File: src/rtl/dual_cpu_bus_arbiter.sv
// Round-robin request/grant arbiter sharing one system bus between two rv32i cores.
// Optional transfer timeout enabled by defining ARB_TIMEOUT_EN.
module dual_cpu_bus_arbiter #(
    parameter int unsigned TIMEOUT = 255
) (
    input  logic        clk,
    input  logic        rst,
    input  logic        m0_req,
    input  logic [31:0] m0_addr,
    input  logic [31:0] m0_wdata,
    input  logic        m0_we,
    input  logic [3:0]  m0_be,
    output logic [31:0] m0_rdata,
    output logic        m0_ready,
    output logic        m0_err,
    input  logic        m1_req,
    input  logic [31:0] m1_addr,
    input  logic [31:0] m1_wdata,
    input  logic        m1_we,
    input  logic [3:0]  m1_be,
    output logic [31:0] m1_rdata,
    output logic        m1_ready,
    output logic        m1_err,
    input  logic        halt,
    output logic        s_valid,
    output logic [31:0] s_addr,
    output logic [31:0] s_wdata,
    output logic        s_we,
    output logic [3:0]  s_be,
    input  logic [31:0] s_rdata,
    input  logic        s_ready,
    output logic        grant_id,
    output logic        busy
);

    if (TIMEOUT < 1 || TIMEOUT > 65535) begin : g_timeout_range
        $error("TIMEOUT must be in 1..65535");
    end

    typedef enum logic [1:0] {IDLE, XFER, RESP} state_e;

    state_e      state_q, state_d;
    logic        last_grant_q, last_grant_d;
    logic        grant_id_q, grant_id_d;
    logic        s_valid_q, s_valid_d;
    logic [31:0] s_addr_q, s_addr_d;
    logic [31:0] s_wdata_q, s_wdata_d;
    logic        s_we_q, s_we_d;
    logic [3:0]  s_be_q, s_be_d;
    logic [31:0] m0_rdata_q, m0_rdata_d;
    logic [31:0] m1_rdata_q, m1_rdata_d;
    logic        m0_ready_q, m0_ready_d;
    logic        m1_ready_q, m1_ready_d;
    logic        busy_q, busy_d;
    logic        win;
`ifdef ARB_TIMEOUT_EN
    logic        m0_err_q, m0_err_d;
    logic        m1_err_q, m1_err_d;
    logic [15:0] cnt_q, cnt_d;
`endif

    // On contention the core that did not win last time gets the bus.
    assign win = (m0_req && m1_req) ? ~last_grant_q : m1_req;

    always_comb begin
        state_d      = state_q;
        last_grant_d = last_grant_q;
        grant_id_d   = grant_id_q;
        s_valid_d    = s_valid_q;
        s_addr_d     = s_addr_q;
        s_wdata_d    = s_wdata_q;
        s_we_d       = s_we_q;
        s_be_d       = s_be_q;
        m0_rdata_d   = m0_rdata_q;
        m1_rdata_d   = m1_rdata_q;
        m0_ready_d   = 1'b0;
        m1_ready_d   = 1'b0;
`ifdef ARB_TIMEOUT_EN
        m0_err_d     = 1'b0;
        m1_err_d     = 1'b0;
        cnt_d        = cnt_q;
`endif
        case (state_q)
            IDLE: begin
                if (!halt && (m0_req || m1_req)) begin
                    state_d      = XFER;
                    last_grant_d = win;
                    grant_id_d   = win;
                    s_valid_d    = 1'b1;
                    s_addr_d     = win ? m1_addr  : m0_addr;
                    s_wdata_d    = win ? m1_wdata : m0_wdata;
                    s_we_d       = win ? m1_we    : m0_we;
                    s_be_d       = win ? m1_be    : m0_be;
`ifdef ARB_TIMEOUT_EN
                    cnt_d        = '0;
`endif
                end
            end
            XFER: begin
                if (s_ready) begin
                    state_d   = RESP;
                    s_valid_d = 1'b0;
                    if (grant_id_q) begin
                        m1_ready_d = 1'b1;
                        if (!s_we_q) m1_rdata_d = s_rdata;
                    end else begin
                        m0_ready_d = 1'b1;
                        if (!s_we_q) m0_rdata_d = s_rdata;
                    end
                end
`ifdef ARB_TIMEOUT_EN
                // Abort on the cycle the count would reach TIMEOUT; s_ready above takes priority.
                else if (({1'b0, cnt_q} + 17'd1) == 17'(TIMEOUT)) begin
                    state_d   = RESP;
                    s_valid_d = 1'b0;
                    if (grant_id_q) begin
                        m1_ready_d = 1'b1;
                        m1_err_d   = 1'b1;
                        m1_rdata_d = '0;
                    end else begin
                        m0_ready_d = 1'b1;
                        m0_err_d   = 1'b1;
                        m0_rdata_d = '0;
                    end
                end else begin
                    cnt_d = cnt_q + 16'd1;
                end
`endif
            end
            RESP:    state_d = IDLE;
            default: state_d = IDLE;
        endcase
        busy_d = (state_d != IDLE);
    end

    always_ff @(posedge clk or posedge rst) begin
        if (rst) begin
            state_q      <= IDLE;
            last_grant_q <= 1'b1;
            grant_id_q   <= 1'b0;
            s_valid_q    <= 1'b0;
            s_addr_q     <= '0;
            s_wdata_q    <= '0;
            s_we_q       <= 1'b0;
            s_be_q       <= '0;
            m0_rdata_q   <= '0;
            m1_rdata_q   <= '0;
            m0_ready_q   <= 1'b0;
            m1_ready_q   <= 1'b0;
            busy_q       <= 1'b0;
        end else begin
            state_q      <= state_d;
            last_grant_q <= last_grant_d;
            grant_id_q   <= grant_id_d;
            s_valid_q    <= s_valid_d;
            s_addr_q     <= s_addr_d;
            s_wdata_q    <= s_wdata_d;
            s_we_q       <= s_we_d;
            s_be_q       <= s_be_d;
            m0_rdata_q   <= m0_rdata_d;
            m1_rdata_q   <= m1_rdata_d;
            m0_ready_q   <= m0_ready_d;
            m1_ready_q   <= m1_ready_d;
            busy_q       <= busy_d;
        end
    end

`ifdef ARB_TIMEOUT_EN
    always_ff @(posedge clk or posedge rst) begin
        if (rst) begin
            m0_err_q <= 1'b0;
            m1_err_q <= 1'b0;
            cnt_q    <= '0;
        end else begin
            m0_err_q <= m0_err_d;
            m1_err_q <= m1_err_d;
            cnt_q    <= cnt_d;
        end
    end
    assign m0_err = m0_err_q;
    assign m1_err = m1_err_q;
`else
    assign m0_err = 1'b0;
    assign m1_err = 1'b0;
`endif

    assign m0_rdata = m0_rdata_q;
    assign m1_rdata = m1_rdata_q;
    assign m0_ready = m0_ready_q;
    assign m1_ready = m1_ready_q;
    assign s_valid  = s_valid_q;
    assign s_addr   = s_addr_q;
    assign s_wdata  = s_wdata_q;
    assign s_we     = s_we_q;
    assign s_be     = s_be_q;
    assign grant_id = grant_id_q;
    assign busy     = busy_q;

endmodule

File: config.mk
export PLATFORM = sky130hd
export DESIGN_NAME = dual_cpu_bus_arbiter
export DESIGN_NICKNAME = d
export VERILOG_FILES = /design/src/rtl/dual_cpu_bus_arbiter.sv
export SDC_FILE = /design/constraint.sdc
export NUM_CORES = 1
export LEC_CHECK = 0
export ABC_AREA = 0
export BUFFER_PORTS_ARGS = -buffer_cell sky130_fd_sc_hd__buf_4
export CORE_UTILIZATION = 35
export DETAILED_ROUTE_END_ITERATION = 10
export GPL_TIMING_DRIVEN = 0
export PLACE_DENSITY_LB_ADDON = 0.25
export SYNTH_ARGS = -nofsm -noshare
export SYNTH_HDL_FRONTEND = slang
export SYNTH_SLANG_ARGS = --single-unit
File: constraint.sdc
create_clock -name clk -period 5.71 [get_ports clk]
set_input_delay 0.8565 -clock clk [delete_from_list [all_inputs] [get_ports clk]]
set_output_delay 0.8565 -clock clk [all_outputs]
set_load 0.01 [all_outputs]
==> results of run 1 <==
## final cells by class
cell class | instances | area, um^2 | area share
tap | 220 | 275 | 0.0300
sequential | 141 | 3530 | 0.385
multi-input combinational | 224 | 2100 | 0.229
clock buffer | 17 | 425 | 0.0464
timing repair buffer | 314 | 2380 | 0.259
inverter | 3 | 16.3 | 0.00177
clock inverter | 15 | 174 | 0.0190
buffer | 47 | 269 | 0.0293
## path summary, 6_finish.rpt
kind / startpoint / end / slack [ns] / depth (start not counted)
worst min register to register: m1_rdata[24] / m1_rdata[24] / 0.49 / 1
worst max-delay path: grant_id / grant_id / 3.70 / 1
min in group clk: m1_rdata[24] / m1_rdata[24] / 0.49 / 1
worst max register to register: last_grant_q / s_be[2] / 4.01 / 6
max in group asynchronous: rst / last_grant_q / 4.40 / 3
worst min-delay path: rst / m0_rdata[5] / 0.48 / 2
## cells by family after synthesis
group | Yosys count | share of synthesized area
AO/OA/AOI/OAI | 146 | 0.214
flip-flops | 141 | 0.598
multiplexers | 64 | 0.122
buffers and inverters | 50 | 0.0475
AND/OR/NAND/NOR | 12 | 0.0178
other | 1 | 0.000635
## per-stage QoR
stage	total power, mW	setup TNS, ns	area (um^2)
after CTS	4.57	0	9170
after floorplan	2.46	0	5910
after global placement	3.37	-54.24	8530
after detailed placement	3.43	0	8570
final	4.52	0	9170
after global routing	4.75	0	9170
## Yosys cell counts (all sizes together)
| library cell | instances | area, um^2 |
|---|---|---|
| a21bo | 1 | 10.0 |
| mux2 | 64 | 721 |
| a2bb2oi | 69 | 604 |
| conb | 1 | 3.75 |
| inv | 3 | 11.3 |
| a21oi | 1 | 5.00 |
| a21boi | 1 | 7.51 |
| buf | 31 | 209 |
| a31oi | 1 | 6.26 |
| and2 | 1 | 6.26 |
| o21ai | 2 | 10.0 |
| nand3b | 2 | 40.0 |
| nand2b | 1 | 6.26 |
| clkbuf | 16 | 60.1 |
| o221a | 1 | 11.3 |
| dfrtp | 140 | 3500 |
| nand2 | 3 | 11.3 |
| dfstp | 1 | 26.3 |
| nor2 | 1 | 3.75 |
| nor2b | 1 | 6.26 |
| nand3 | 1 | 5.00 |
| o21a | 1 | 7.51 |
| o32ai | 69 | 604 |
| nor3 | 2 | 26.3 |
## metal layers
layer | GRT usage | up-vias | part of all wire
li1 | - | 2316 | -
met1 | 0.239 | 2457 | 0.39
met2 | 0.350 | 208 | 0.51
met3 | 0.0565 | 46 | 0.061
met4 | 0.0943 | 0 | 0.036
met5 | 0 | - | 0
## worst register-to-register path: cells and delay by family (launching register included)
| kind | cells | cell delay (ns) |
|---|---|---|
| AO/OA/AOI/OAI | 2 | 0.38 |
| buffers and inverters | 3 | 0.55 |
| AND/OR/NAND/NOR | 1 | 0.05 |
| flip-flops | 1 | 0.57 |
## state kept, by name, summed over array words and instances, names as in the netlist
name / count
m0_rdata: 32
grant_id: 1
m1_rdata: 32
busy: 1
s_valid: 1
s_be: 4
m1_ready: 1
s_wdata: 32
state_q: 2
last_grant_q: 1
m0_ready: 1
s_we: 1
s_addr: 32
## report_power, final
group | leakage (nW) | switching (mW) | internal, mW
logic | 2.40 | 0.744 | 0.978
registers | 1.64 | 0.253 | 1.42
clock network | 0.300 | 0.456 | 0.661
==> flow_metrics.tcl, run 1 <==
set metrics [dict create \
    cts-hold-fix-buffers 0 \
    slew_headroom 0.650 \
    grt_pass1_vias 5316 \
    critPathBufInv 1 \
    cp_top_family "flip-flops" \
    slowest_stage "dfrtp_1" \
    rsz0062_at_grt "false" \
    critPathKind "reg -> out" \
    overflow 0 \
    ios 316 \
    crit_arrival_ns 1.15 \
    irDropWorstVdd_uv 315 \
    synth_warnings 0 \
    p_per_area_nw_per_um2 493 \
    antenna_found_initial 0 \
    grt_pass1_wl_um 28200 \
    via_per_inst 5.12 \
    end_kind "primary output" \
    coreArea_um2 16500 \
    finalCritPeriodShare 0.351 \
    required_ns 4.85 \
    port_buffers 313 \
    setup_viol 0 \
    nFillCells 1402 \
    synth.avg_cell_area_um2 14.3 \
    ys_types 29 \
    worst_slack_ns 3.70 \
    dieWidth_um 132 \
    drv_cap 0 \
    cts-resized-gates 0 \
    cts.clk_slew.worst_paths_ns 0.06 \
    cts_root_buf "clkbuf_16" \
    die_h_um 132 \
    drt-wirelength-per-cell_um 17.8 \
    status "complete, no violations" \
    leakagePower_nw 4.35 \
    final_common_cell "buf_4" \
    clkSinkCount 141 \
    antenna_cells 0 \
    tightest_slew_ns 0.525 \
    synth-seq-cells 141 \
    row_count 47 \
    cts_tree "yes" \
    finClkSkew_ns 0.00826 \
    slowest_delay_ns 0.54 \
    fmax_ghz 0.499 \
    synth_area_um2 5910 \
    final_nets 924 \
    gp_congestion 0.895 \
    utilization 0.555 \
    drc_errors 0 \
    htreeDepth 4 \
    place_ws_ns 3.49 \
    crit_fanout 7 \
    drt-pass1-iter-count 4 \
    fin_crit_ns 2.01 \
    final_cells 981 \
    ant_nets 0 \
    cp_cell_sequence "buf_4" \
    dr.first_iter.drc_count 189 \
    syn_inst 414 \
    vias 5027 \
    clock_latency_ns 0.42 \
    min_path_type "in -> async" \
    most-common-layout-cells "buf_4, dfrtp_1, o32ai_1, a2bb2oi_1" \
    dp_cells 949 \
    cts_buffer_depth 2 \
    grt_max_degree 87 \
    ys_seq_area_frac 0.598 \
    cts_buffers 17 \
    layout-drive-gt1-share 0.551 \
    drt-total-wl_um 17500 \
    die_area_um2 17400 \
    finalHoldViolCount 0 \
    start_util 0.357 \
    area_growth_pct 55.2 \
    track_usage 0.205 \
    drv_slew 0 \
    dp_hpwl_um 13600 \
    post_cts_buffers 0 \
    whs_ns 0.481 \
    start_kind "register" \
]
Note: power is estimated with default switching activity, not from simulation.
==> inputs of run 2 (changes only) <==
Settings changed: ABC_AREA 0 to 1.
Clock period 5.71 ns to 1.7 ns, I/O delays scaled along.
==> flow_metrics.tcl, run 2 <==
set metrics [dict create \
    antenna_cells 0 \
    fin_crit_ns 1.55 \
    rr_worst_depth 5 \
    rsz0062_at_grt "false" \
    r2r_setup_slack_ns 0.15 \
    port_buffers 312 \
    worstReg2RegEnd "m0_rdata[21]" \
    row_count 49 \
    cts_buffers 17 \
    slowest_delay_ns 0.44 \
    die_area_um2 18800 \
    drc_errors 0 \
    ys_types 19 \
    grt_max_degree 42 \
    cts_tree "yes" \
    ant_nets 0 \
    coreArea_um2 17900 \
    ys_seq_area_frac 0.553 \
    critPathBufInv 1 \
    utilization 0.542 \
    finalHoldViolCount 0 \
    irDropWorstVdd_uv 770 \
    cp_top_family "simple AND/OR/NAND/NOR gates" \
    synth-edff-count 0 \
    synth_async_sr_flop_share 1.00 \
    most-common-layout-cells "nand2_1, buf_4, dfrtp_1, nand3_1, buf_2" \
    required_ns 2.01 \
    finClkSkew_ns 0.0137 \
    grt_pass1_vias 6225 \
    vias 6512 \
    antenna_found_initial 0 \
    slowest_stage "dfrtp_1" \
    htreeDepth 4 \
    crit_arrival_ns 1.86 \
    drv_cap 0 \
    die_h_um 137 \
    via_per_inst 4.61 \
    area_growth_pct 52.0 \
    overflow 0 \
    synth-seq-cells 141 \
    final_common_cell "nand2_1" \
    tightest_slew_ns 0.771 \
    yosysTopAreaCell "dfrtp_1" \
    timing.rr.start "s_we" \
    holdPathEnd "m1_rdata[15]" \
    clkSinkCount 141 \
    leakagePower_nw 5.61 \
    drt-wirelength-per-cell_um 14.6 \
    synthTopCellsByArea "dfrtp_1, nand2_1, nand3_1" \
    drv_slew 0 \
    dieWidth_um 137 \
    drt-pass1-iter-count 4 \
    min-delay-start "s_rdata[15]" \
    fmax_ghz 0.647 \
    post_cts_buffers 0 \
    synth.avg_cell_area_um2 7.63 \
    start_kind "register" \
    dp_hpwl_um 15700 \
    setup_viol 0 \
    cpMostUsedCell "nand2_1" \
    cts_root_buf "clkbuf_16" \
    status "complete, no violations" \
    cts.clk_slew.worst_paths_ns 0.06 \
    synth_top_area_frac 0.549 \
    finalPower_mw 15.0 \
    cp_cell_sequence "nor2_1, nand2_1, buf_2, nand2_1, nand2_1" \
    yosysMostFrequentCell "nand2_1" \
    grt_pass1_wl_um 31700 \
    finalCritPeriodShare 0.909 \
    start_util 0.356 \
    layout-drive-gt1-share 0.338 \
    dr.first_iter.drc_count 278 \
    clock_latency_ns 0.42 \
    p_per_area_nw_per_um2 1550 \
    drt-total-wl_um 20600 \
    synthFlopType "dfrtp_1" \
    synth_warnings 0 \
    ios 316 \
    synth_area_um2 6380 \
    slew_headroom 0.483 \
    synth_top_cells_by_count "nand2_1, dfrtp_1, nand3_1, buf_2, clkbuf_1" \
    min_path_type "in -> reg" \
    gp_congestion 0.814 \
    end_kind "register" \
    worstHoldPathCells 3 \
    track_usage 0.221 \
    cts_buffer_depth 2 \
    syn_inst 836 \
    critPathKind "reg -> reg" \
    final_nets 1349 \
    crit_fanout 10 \
]
run 2: cells by family after synthesis:
group | synth area share
AND/OR/NAND/NOR | 0.395
flip-flops | 0.553
buffers and inverters | 0.0484
AO/OA/AOI/OAI | 0.00314
other | 0.000588
run 2: how the worst max path moves through the flow:
stage                               to  slack [ns]  cells after the start          from
after floorplan                   busy       -0.32                      1           rst
after global placement      s_wdata[6]       -1.32                      2           rst
after detailed placement   s_wdata[23]       -0.07                      7  last_grant_q
after CTS                  s_wdata[23]       0.009                      7  last_grant_q
after global routing       m0_rdata[4]        0.02                      5          s_we
final                     m0_rdata[21]        0.15                      5          s_we
run 2: through the flow:
step           hold slack [ns]  TNS, ns  instance area (um^2)  cells  worst slack [ns]
2_1_floorplan            0.365   -44.42                  6390    837            -0.317
5_1_grt                 0.0428        0                  9700   1414            0.0173
4_1_cts                 0.0328        0                  9680   1413           0.00886
3_3_place_gp             0.455  -186.69                  9020   1378             -1.32
6_report                0.0480        0                  9700   1414             0.154
3_5_place_dp             0.421    -2.02                  9080   1381           -0.0704
run 2: metal layers:
metal  wire length (um)  up-vias  share of wire  GRT usage
li1                   -     3257              -          -
met1               8300     2967           0.40      0.258
met2               9950      255           0.48      0.370
met3               1800       33          0.087     0.0793
met4                544        0          0.026     0.0867
met5                  0        -              0          0
run 2: what timing repair did:
| item | in CTS | in global routing |
|---|---|---|
| gates cloned | 0 | 1 |
| endpoints found under the hold margin | 30 | 0 |
| gates resized for setup | 1 | 2 |
| hold buffers | 1 | 0 |
| endpoints found under the setup margin | 68 | 18 |
run 2: area by class of cell:
cell class	count	area [um^2]
Clock buffer	17	425
Fill cell	1785	8210
Timing Repair inverter	1	5.00
Clock inverter	14	169
Timing Repair Buffer	316	2410
Multi-Input combinational cell	634	2560
Inverter	8	33.8
Buffer	54	279
Sequential cell	141	3530
Tap cell	229	287
run 2: power by group:
group | switching [mW] | internal (mW)
logic | 2.94 | 2.72
clock network | 1.49 | 2.30
registers | 0.821 | 4.73
run 2: worst register-to-register path, delay by kind of cell (launching register included):
family	cells	cell delay, ns
buffers and inverters	1	0.24
flip-flops	1	0.44
AND/OR/NAND/NOR	4	0.77
==> inputs of run 3 (changes only) <==
Clock period 1.7 ns to 1.39 ns, I/O delays scaled along.
==> flow_metrics.tcl, run 3 (synthesized netlist as in run 2, its figures left out) <==
set metrics [dict create \
    fmax_ghz 0.736 \
    fin_crit_ns 1.36 \
    dr.first_iter.drc_count 305 \
    power.share.clock 0.250 \
    antenna_found_initial 0 \
    critPathKind "reg -> reg" \
    utilization 0.563 \
    coreArea_um2 17900 \
    htreeDepth 4 \
    required_ns 1.74 \
    crit_arrival_ns 1.71 \
    finClkSkew_ns 0.0163 \
    overflow 0 \
    drc_errors 0 \
    cts_root_buf "clkbuf_16" \
    p_sw_frac 0.349 \
    final_area_um2 10100 \
    comb_power_share 0.383 \
    irDropWorstVdd_uv 909 \
    grt_max_degree 42 \
    finalPower_mw 18.6 \
    p_int_mw 12.1 \
    cts_buffers 17 \
    finalCritPeriodShare 0.977 \
    antenna_cells 0 \
    dieWidth_um 137 \
    power_switching_mw 6.48 \
    tightest_slew_ns 0.744 \
    end_kind "register" \
    grt_pass1_vias 6294 \
    area_growth_pct 57.9 \
    drt-wirelength-per-cell_um 14.4 \
    most-common-layout-cells "nand2_1, buf_4, dfrtp_1, nand3_1, dlygate4sd3_1" \
    final_nets 1372 \
    status "finished with violations" \
    whs_ns -0.0909 \
    drv_cap 0 \
    violations "hold timing" \
    nFillCells 1742 \
    clock_latency_ns 0.42 \
    finalHoldViolCount 30 \
    placed_area_um2 9080 \
    vias 6576 \
    seq_power_share 0.367 \
    drt-total-wl_um 20700 \
    layout-drive-gt1-share 0.341 \
    grt_pass1_wl_um 32100 \
    leakagePower_nw 5.76 \
    setup_viol 0 \
    row_count 49 \
    cts_tree "yes" \
    gp_congestion 0.814 \
    cts_buffer_depth 2 \
    clkSinkCount 141 \
    die_area_um2 18800 \
    via_per_inst 4.58 \
    start_util 0.356 \
    ant_nets 0 \
    cts.clk_slew.worst_paths_ns 0.06 \
    p_per_area_nw_per_um2 1840 \
    final_common_cell "nand2_1" \
    start_kind "register" \
    dp_hpwl_um 15700 \
    drv_slew 0 \
    track_usage 0.223 \
    drt-pass1-iter-count 4 \
    cts-hold-fix-buffers 21 \
    port_buffers 312 \
    slew_headroom 0.503 \
    rsz0062_at_grt "true" \
    min_path_type "in -> async" \
    ios 316 \
    crit_fanout 9 \
    die_h_um 137 \
]
run 3: power by group through the flow:
stage	clock, mW	combinational, mW	sequential [mW]
4_1_cts	4.72	7.11	6.81
3_5_place_dp	0	6.99	6.81
2_1_floorplan	0	2.34	7.49
5_1_grt	4.91	7.90	7.02
6_report	4.64	7.12	6.82
3_3_place_gp	0	6.89	6.79
run 3: path summary, 6_finish.rpt:
check | endpoint | startpoint | cells after the start | slack, ns
worst max-delay path | s_addr[22] | state_q[0] | 6 | 0.03
worst min-delay path | m0_rdata[20] | rst | 2 | -0.09
worst max register to register | s_addr[22] | state_q[0] | 6 | 0.03
worst min register to register | m1_rdata[12] | m1_rdata[12] | 2 | 0.47
max in group asynchronous | last_grant_q | rst | 4 | 0.46
min in group clk | m1_rdata[25] | s_rdata[25] | 3 | 0.01
run 3: through the flow:
stage               setup TNS [ns]  worst slack, ns  std cells
detailed placement          -31.76           -0.380       1381
global placement           -253.30            -1.58       1378
floorplan                   -81.47           -0.581        837
finish                           0           0.0313       1437
global route                 -2.57          -0.0689       1437
CTS                              0         0.000853       1435
run 3: what timing repair did:
item	in CTS	in global routing
pin swaps	1	4
gates resized for setup	19	41
hold endpoints to repair	51	30
gates cloned	0	0
setup buffers	2	3
endpoints found under the setup margin	131	124
run 3: critical path, cell delays in order (launching register included):
cell      delay [ns]
dfrtp_1         0.41
nand3b_1        0.22
nor2_4          0.27
buf_6           0.15
buf_6           0.13
nand2_1         0.06
nand2_1         0.06
run 3: area by class of cell:
class,count,area [um^2],area share
Sequential cell,141,3530,0.350
Timing Repair Buffer,341,2670,0.265
Multi-Input combinational cell,634,2610,0.259
Clock buffer,17,425,0.0422
Buffer,53,358,0.0355
Tap cell,229,287,0.0284
Clock inverter,14,169,0.0168
Inverter,8,33.8,0.00335
run 3: layer usage:
layer | wire length (um) | global-route usage | vias to the layer above | share of wire
met1 | 8370 | 0.259 | 3008 | 0.40
li1 | - | - | 3307 | -
met4 | 478 | 0.0855 | 0 | 0.023
met2 | 10200 | 0.376 | 233 | 0.49
met3 | 1660 | 0.0796 | 28 | 0.080
met5 | 0 | 0 | - | 0
